$ cat config.mk
export PLATFORM = sky130hd
export DESIGN_NAME = rgb_pwm_fader
export DESIGN_NICKNAME = d
export VERILOG_FILES = /design/src/rtl/rgb_pwm_fader.sv
export SDC_FILE = /design/constraint.sdc
export NUM_CORES = 1
export LEC_CHECK = 0
export CAP_MARGIN = 20
export CORE_ASPECT_RATIO = 0.9
export CORE_MARGIN = 4
export CORE_UTILIZATION = 30
export CTS_BUF_LIST = sky130_fd_sc_hd__clkbuf_4
export CTS_CLUSTER_SIZE = 28
export DETAILED_ROUTE_END_ITERATION = 10
export DONT_BUFFER_PORTS = 1
export GPL_ROUTABILITY_DRIVEN = 0
export GPL_TIMING_DRIVEN = 0
export SLEW_MARGIN = 20
export SYNTH_ARGS = -nofsm -noshare
export SYNTH_HDL_FRONTEND = slang
export SYNTH_SLANG_ARGS = --single-unit
$ cat constraint.sdc
create_clock -name clk -period 4.4 [get_ports clk]
set_clock_uncertainty 0.2 [all_clocks]
set_input_delay 0.66 -clock clk [delete_from_list [all_inputs] [get_ports clk]]
set_output_delay 0.66 -clock clk [all_outputs]
set_load 0.02 [all_outputs]
$ cat src/rtl/rgb_pwm_fader.sv
// rgb_pwm_fader: LED output stage for the colour sequencer.
// Accepts a target colour over valid/ready and drives three PWM pins, ramping each
// channel's duty linearly from the current colour to the target.
// Build option: define RGB_ACTIVE_LOW_EN for active-low pins (open-drain LED sinks);
// otherwise the pins are active-high. Only the pin polarity differs between builds.
module rgb_pwm_fader #(
  parameter int PWM_BITS    = 8,
  parameter int STEP_CYCLES = 4096,
  parameter int FADE_STEP   = 1
) (
  input  logic                clk,
  input  logic                rst,
  input  logic                in_valid,
  output logic                in_ready,
  input  logic [PWM_BITS-1:0] in_r,
  input  logic [PWM_BITS-1:0] in_g,
  input  logic [PWM_BITS-1:0] in_b,
  output logic                busy,
  output logic                RGB_R,
  output logic                RGB_G,
  output logic                RGB_B
);

`ifdef RGB_ACTIVE_LOW_EN
  localparam logic PIN_ACTIVE = 1'b0;
`else
  localparam logic PIN_ACTIVE = 1'b1;
`endif

  localparam int SCW = (STEP_CYCLES > 1) ? $clog2(STEP_CYCLES) : 1;
  localparam logic [SCW-1:0] STEP_LAST = SCW'(STEP_CYCLES - 1);
  // A step larger than the full duty range behaves the same as the full range,
  // so clamp it to keep the (PWM_BITS+1)-bit arithmetic exact.
  localparam int FS_LIM = (FADE_STEP > (1 << PWM_BITS)) ? (1 << PWM_BITS) : FADE_STEP;
  localparam logic [PWM_BITS:0] FS = (PWM_BITS + 1)'(FS_LIM);

  typedef enum logic [0:0] {
    IDLE = 1'b0,
    FADE = 1'b1
  } state_t;

  state_t              state, state_next;
  logic [PWM_BITS-1:0] cur_r, cur_g, cur_b;
  logic [PWM_BITS-1:0] tgt_r, tgt_g, tgt_b;
  logic [PWM_BITS-1:0] act_r, act_g, act_b;
  logic [PWM_BITS-1:0] pwm_cnt;
  logic [SCW-1:0]      step_cnt, step_cnt_next;
  logic                accept;
  logic                step_fire;
  logic                all_equal;

  // Move cur toward tgt by at most FS without overshooting or wrapping.
  function automatic logic [PWM_BITS-1:0] step_toward(input logic [PWM_BITS-1:0] cur,
                                                      input logic [PWM_BITS-1:0] tgt);
    logic [PWM_BITS:0] c, t, d, mv, res;
    c   = {1'b0, cur};
    t   = {1'b0, tgt};
    d   = '0;
    mv  = '0;
    res = c;
    if (t > c) begin
      d   = t - c;
      mv  = (d < FS) ? d : FS;
      res = c + mv;
    end else if (c > t) begin
      d   = c - t;
      mv  = (d < FS) ? d : FS;
      res = c - mv;
    end
    return res[PWM_BITS-1:0];
  endfunction

  assign all_equal = (cur_r == tgt_r) && (cur_g == tgt_g) && (cur_b == tgt_b);

  // State register.
  always_ff @(posedge clk) begin
    if (rst) state <= IDLE;
    else     state <= state_next;
  end

  // Next-state, handshake, and step-timer control.
  always_comb begin
    state_next    = state;
    in_ready      = 1'b0;
    busy          = 1'b0;
    accept        = 1'b0;
    step_fire     = 1'b0;
    step_cnt_next = step_cnt;
    case (state)
      IDLE: begin
        in_ready = !rst;
        if (in_valid && !rst) begin
          accept        = 1'b1;
          step_cnt_next = '0;
          state_next    = FADE;
        end
      end
      FADE: begin
        busy = 1'b1;
        // Completion is tested before any step so an equal target leaves after one cycle.
        if (all_equal) begin
          state_next = IDLE;
        end else if (step_cnt == STEP_LAST) begin
          step_cnt_next = '0;
          step_fire     = 1'b1;
        end else begin
          step_cnt_next = step_cnt + 1'b1;
        end
      end
      default: state_next = IDLE;
    endcase
  end

  // Colour datapath: target latch, fade steps, step timer.
  always_ff @(posedge clk) begin
    if (rst) begin
      tgt_r    <= '0;
      tgt_g    <= '0;
      tgt_b    <= '0;
      cur_r    <= '0;
      cur_g    <= '0;
      cur_b    <= '0;
      step_cnt <= '0;
    end else begin
      step_cnt <= step_cnt_next;
      if (accept) begin
        tgt_r <= in_r;
        tgt_g <= in_g;
        tgt_b <= in_b;
      end
      if (step_fire) begin
        cur_r <= step_toward(cur_r, tgt_r);
        cur_g <= step_toward(cur_g, tgt_g);
        cur_b <= step_toward(cur_b, tgt_b);
      end
    end
  end

  // PWM counter, period-aligned duty reload, and registered pin drive.
  always_ff @(posedge clk) begin
    if (rst) begin
      pwm_cnt <= '0;
      act_r   <= '0;
      act_g   <= '0;
      act_b   <= '0;
      RGB_R   <= ~PIN_ACTIVE;
      RGB_G   <= ~PIN_ACTIVE;
      RGB_B   <= ~PIN_ACTIVE;
    end else begin
      pwm_cnt <= pwm_cnt + 1'b1;
      if (pwm_cnt == '1) begin
        act_r <= cur_r;
        act_g <= cur_g;
        act_b <= cur_b;
      end
      RGB_R <= (pwm_cnt < act_r) ? PIN_ACTIVE : ~PIN_ACTIVE;
      RGB_G <= (pwm_cnt < act_g) ? PIN_ACTIVE : ~PIN_ACTIVE;
      RGB_B <= (pwm_cnt < act_b) ? PIN_ACTIVE : ~PIN_ACTIVE;
    end
  end

endmodule
# Word level (Yosys, flattened, before mapping)
# Cells that the tools add are included.
# op_classes
magnitude_cmp,15
muxes,28
reduce_logical,11
n_eq_ne,7
bitwise_logic,1
add_sub_neg,14
# ops
cell,count
2-to-1 mux 8 bit,12
"less-than comparator 9 x 1 -> 1 bit, second input constant",6
subtractor 8 x 8 -> 9 bit,6
> comparator 8 bit,6
2-to-1 mux 12 bit,3
adder 8 bit,3
equality test 8 bit,3
less-than comparator 8 bit,3
one-hot mux 12 bit (2 select lines),1
subtractor 8 bit,3
"adder 12 x 1 -> 12 bit, second input constant",1
"equality test 12 bit, second input constant",1
2-to-1 mux 1 bit,11
"adder 8 x 1 -> 8 bit, second input constant",1
"equality test 8 bit, second input constant",1
AND reduction 2 bit,4
nonzero test 2 bit,3
"!= test 2 bit, second input constant",2
logical AND 1 bit,3
one-hot mux 1 bit (2 select lines),1
logical NOT 1 bit,1
inverter 1 bit,1
# word_totals
elab_cells,91
out_inout_bits,5
inputBits,27
reg_bits,96

# Logic depth before layout (Yosys ltp)
# depth
ltp_word,6
depth_mapped,22
depth_no_buf,22

# Worst setup path before layout
# Ideal clock, no wire load.
# synth_timing
path_kind,register to register
from,register cur_r[4]
to,register cur_r[7]
stages_incl_launch_ff,21
path_buffers,1
setup_slack_ns,0.102
setup_time_ns,0.129
required_time_ns,4.071
synth_period_minus_slack_ns,4.298
t_arrival_ns,3.969
cell_sequence,dfxtp_1 -> inv_1 -> ha_1 -> clkbuf_1 -> and3_1 -> o21ai_1 -> a31oi_1 -> nor2_1 -> xor2_1 -> nand2_1 -> inv_1 -> ha_1 -> o311ai_0 -> ha_1 -> nor2b_1 -> o21ai_1 -> a21oi_1 -> o41ai_1 -> nor2_1 -> a221oi_1 -> nand4_1
# synth_via
elab_chain_cells,6
word_cells_on_any_way,19
classes_between,add/sub: 4; order compare: 4; eq/ne: 1; mux: 6; reduce/logical: 4
# synth_lines
element,line,rtl
"start, declared",43,"logic [PWM_BITS-1:0] cur_r, cur_g, cur_b;"
"start signal, assigned",132,"cur_r <= step_toward(cur_r, tgt_r);"
subtractor 8 x 8 -> 9 bit or equality test 8 bit (tied branches),"66, 73",
less-than comparator 9 x 1 -> 1 bit or logical AND 1 bit (tied branches),"67, 73",
2-to-1 mux 8 bit or logical AND 1 bit (tied branches),"67, 73",
subtractor 8 bit or 2-to-1 mux 1 bit (tied branches),"68, 101",
2-to-1 mux 8 bit or 2-to-1 mux 1 bit (tied branches),"65, 89",
2-to-1 mux 8 bit or AND reduction 2 bit (tied branches),n/a,
# Several ways; a longest one is shown, not always the timed one. The select of a mux whose other input is x is not followed.
# A chain may end at the register's enable or synchronous reset.

# Worst setup path after layout
# layout_timing
from,register cur_r[1]
to,register cur_r[7]
# The elaborated chain is that of the path after synthesis.

==> reports/qor.txt <==
Required time worst endpoint = 4.59 ns
Die Height = 156 um
Final critical-path share of the clock period = 95.1%
Headroom to the max-slew limit = 47.7%
Via count of the first global-routing pass = 5,797
GR Util All Layers = 13.2%
Library cells used by synthesis = 63
Root Buffer Master = sky130_fd_sc_hd__clkbuf_4
First-pass detailed-route iteration total = 6
Max Buffers Root-to-Sink = 2
Number of hold buffers added after cts = 0
Worst skew pair latency = 0.49 ns
Core ar. = 23,700 um2
Yosys warning count = 0
Clock net sink count = 96
Overall overflow remaining after global route = 0
Final setup viols = 0
Cell count of the worst reg-to-reg path = 20
Highest ir drop seen on vdd = 121 uV
Average footprint of a synthesized cell = 7.71 um2
Number of CTS-inserted buffers = 9
Largest net degree at the start of global routing = 16
Maximum fanout encountered on the critical timing path = 6
Routed vias/inst = 4.95
Pins Over Slew Limit = 0
Crit Path Category = reg2reg
Sort of element at the start of the critical path = flip-flop
Worst hold-check path type = in2reg
Die Wd = 173 um
Met3 layer usage reported by global route = 2.42%
Initial antenna violation count = 1
Wire length of the first global-routing pass = 29.2 mm
Estimated wirelength of the detail-placed design = 13.8 mm
Post-CTS clock slew at the launch and capture registers of the worst setup and hold paths = 0.17 ns
Vias = 6,300
Max-cap violation count = 0
Met2 usage in global routing = 21.5%
Wirelength per Cell = 14.3 um
Layout overhead on the synthesized area = 10.9%
Met1 routing resource usage after global routing = 18.3%
Fraction of layout instances using a drive strength above 1 = 10.6%
Busiest grt layer = met2
Result of the run = finished, final reports clean
Setup slack on the worst flop-to-flop path = 0.21 ns
Final Critical Period = 4.19 ns
Cell type of the slowest stage on the worst timing path = sky130_fd_sc_hd__dfxtp_4
CP delay by family, top = compound AO/OA/AOI/OAI gates
Cells after synthesis = 948
Most instantiated flip-flop cell in the synthesis netlist = sky130_fd_sc_hd__dfxtp_1
Detailed-route DRC error count = 0
Initial cell density of the core = 30.9%
Leak = 3.20 nW
Ratio of total power to cell area = 252 nW/um2
Buffers & Inverters on Critical Path = 3
Flip-flop and latch count after synthesis = 96
Arrival time of the worst setup path = 4.37 ns
Total of fill cells in the finished design = 2,478
Ordered list of cells on the worst path = clkinvlp_4 > ha_4 > nor2b_1 > o21a_1 > or3_1 > a21boi_2 > o211a_1 > nand2_4 > inv_1 > ha_1 > o311ai_2 > ha_1 > nor2b_1 > o21ai_2 > a21oi_2 > o41ai_2 > buf_4 > nor2_1 > a221oi_2 > nand4_1
Count of flip-flops with a built-in enable after synthesis = 0
Count of pins on the block boundary = 32
Post-Synthesis Cell Area = 7310 um2
Stages on the worst setup path = 20
TritonCTS clock tree = built
Total power = 0.00205 W
Placement Rows = 53
Number of violations reported at the end of detailed-routing iteration 0 = 300
Routed WL = 18.2 mm
Critical path capture point type = flip-flop
Sequential element share of the synthesized area = 26.3%
Transition at the pin with the smallest max-transition slack = 0.785 ns
Hold slack final = 0.0739 ns
Final layout net count = 1,095
Clock H-tree levels = 3
Remaining antenna violation count = 0
Post-layout instance area = 8110 um2
Full die area = 26,900 um2
Post-placement cell area = 7690 um2
Hold Vio Cnt, Final = 0
IO Port Bufs = 0
Crit-path max cell delay = 0.43 ns
Depth of the worst hold-timing path = 2
Highest attainable clock frequency = 239 MHz
Ys async rst share = 0%
-- synth_stat cells (3+ instances only) --
master / count / area [um2]
sky130_fd_sc_hd__a21o_1: 35 / 263
sky130_fd_sc_hd__or2_2: 5 / 31.3
sky130_fd_sc_hd__and3_1: 9 / 56.3
sky130_fd_sc_hd__a21boi_1: 6 / 45.0
sky130_fd_sc_hd__xnor2_1: 28 / 245
sky130_fd_sc_hd__dfxtp_1: 96 / 1920
sky130_fd_sc_hd__xor2_1: 20 / 175
sky130_fd_sc_hd__o21ai_1: 15 / 75.1
sky130_fd_sc_hd__o2111ai_1: 3 / 26.3
sky130_fd_sc_hd__ha_1: 95 / 1190
sky130_fd_sc_hd__o21a_1: 10 / 75.1
sky130_fd_sc_hd__nand4_1: 11 / 68.8
sky130_fd_sc_hd__a211oi_1: 11 / 82.6
sky130_fd_sc_hd__nor2b_1: 17 / 106
sky130_fd_sc_hd__nor4_1: 4 / 25.0
sky130_fd_sc_hd__a31oi_1: 4 / 25.0
sky130_fd_sc_hd__clkbuf_1: 31 / 116
sky130_fd_sc_hd__buf_2: 8 / 40.0
sky130_fd_sc_hd__nand2_1: 135 / 507
sky130_fd_sc_hd__o31ai_1: 3 / 22.5
sky130_fd_sc_hd__or3_1: 9 / 56.3
sky130_fd_sc_hd__nor3_1: 13 / 65.1
sky130_fd_sc_hd__nand2b_1: 23 / 144
sky130_fd_sc_hd__o21ai_0: 22 / 110
sky130_fd_sc_hd__nor2_1: 74 / 278
sky130_fd_sc_hd__o211ai_1: 4 / 30.0
sky130_fd_sc_hd__fa_1: 9 / 180
sky130_fd_sc_hd__nand3_1: 17 / 85.1
sky130_fd_sc_hd__mux2i_1: 12 / 120
sky130_fd_sc_hd__a21oi_1: 96 / 480
sky130_fd_sc_hd__inv_1: 84 / 315
-- cell usage in the layout (no fill, tap or decap), types with 6 or more instances in the layout --
cell type and instances:
sky130_fd_sc_hd__a21oi_1 90, sky130_fd_sc_hd__o21ai_1 14, sky130_fd_sc_hd__nor2b_1 17, sky130_fd_sc_hd__ha_1 88, sky130_fd_sc_hd__xnor2_1 26, sky130_fd_sc_hd__fa_1 8, sky130_fd_sc_hd__o21ai_0 18, sky130_fd_sc_hd__nand3_1 17
sky130_fd_sc_hd__mux2i_1 12, sky130_fd_sc_hd__buf_4 13, sky130_fd_sc_hd__nor2_1 74, sky130_fd_sc_hd__buf_2 8, sky130_fd_sc_hd__o21a_1 10, sky130_fd_sc_hd__nand2b_1 23, sky130_fd_sc_hd__a211oi_1 11, sky130_fd_sc_hd__xor2_1 20
sky130_fd_sc_hd__nand2_1 134, sky130_fd_sc_hd__clkbuf_4 11, sky130_fd_sc_hd__and3_1 9, sky130_fd_sc_hd__or3_1 9, sky130_fd_sc_hd__nand4_1 11, sky130_fd_sc_hd__a21o_1 35, sky130_fd_sc_hd__nor3_1 9, sky130_fd_sc_hd__clkbuf_1 20
sky130_fd_sc_hd__dfxtp_1 78, sky130_fd_sc_hd__dfxtp_2 16, sky130_fd_sc_hd__a21oi_2 6, sky130_fd_sc_hd__inv_1 83
-- power by group --
part | leakage [nW] | switching (W) | internal, W
clock | 0.0609 | 0.000333 | 0.000129
sequential | 0.788 | 0.0000272 | 0.000890
combinational | 2.35 | 0.000372 | 0.000296
-- repair_timing --
action | CTS | global route
buffers inserted | 2 | 11
gates resized for setup | 19 | 51
pin swaps | 3 | 10
endpoints found under the setup margin | 8 | 9
-- cell families after synthesis --
| logic type | Yosys count | synth area share [%] |
|---|---|---|
| buffers and inverters | 127 | 6.76 |
| XOR/XNOR | 48 | 5.75 |
| flip-flops | 96 | 26.3 |
| AND/OR/NAND/NOR | 328 | 20.9 |
| multiplexers | 12 | 1.64 |
| other | 1 | 0.0513 |
| adder cells (fa/ha/maj) | 104 | 18.7 |
| AO/OA/AOI/OAI | 232 | 19.9 |
-- registers in the layout (all words and copies together) (netlist names), 8 cells and up --
name / flops
step_cnt: 12
act_b: 8
act_g: 8
act_r: 8
cur_b: 8
cur_g: 8
cur_r: 8
pwm_cnt: 8
tgt_b: 8
tgt_g: 8
tgt_r: 8
-- per-stage QoR --
stage | setup WS (ns) | TNS (ns) | util (%) | instances
finish | 0.214 | 0 | 34.2 | 1272
global route | -0.0506 | -0.133 | 34.2 | 1272
CTS | 0.00296 | 0 | 33.2 | 1266
detailed placement | -0.777 | -1.43 | 32.5 | 1252
global placement | -0.724 | -1.29 | 32.5 | 1252
floorplan | 0.102 | 0 | - | 950
-- per-layer routing --
layer  vias up  wire length, um
li1       3250                -
met1      2927             9140
met2       106             8080
met3        17              718
met4         0              229
met5         -                0
-- layout make-up --
cell class | instances | area, um2 | share of cell area [%]
multi-input cells | 727 | 5100 | 62.9
flip-flops and latches | 96 | 1950 | 24.0
well taps | 302 | 378 | 4.66
inverters | 85 | 323 | 3.98
plain buffers | 32 | 139 | 1.71
repair buffers | 13 | 97.6 | 1.20
clock buffers | 11 | 82.6 | 1.02
clock inverters | 5 | 32.5 | 0.401
diodes | 1 | 2.50 | 0.0309
-- worst paths after layout --
path | from | endpoint
setup / recovery | cur_r[1]$_SDFFE_PP0P_ | cur_r[7]$_SDFFE_PP0P_
hold / removal | in_g[4] | tgt_g[4]$_SDFFE_PP0P_
setup reg to reg | cur_r[1]$_SDFFE_PP0P_ | cur_r[7]$_SDFFE_PP0P_
hold reg to reg | act_b[7]$_SDFFE_PP0N_ | act_b[7]$_SDFFE_PP0N_
No activity file was read; power rests on OpenSTA's default activity.
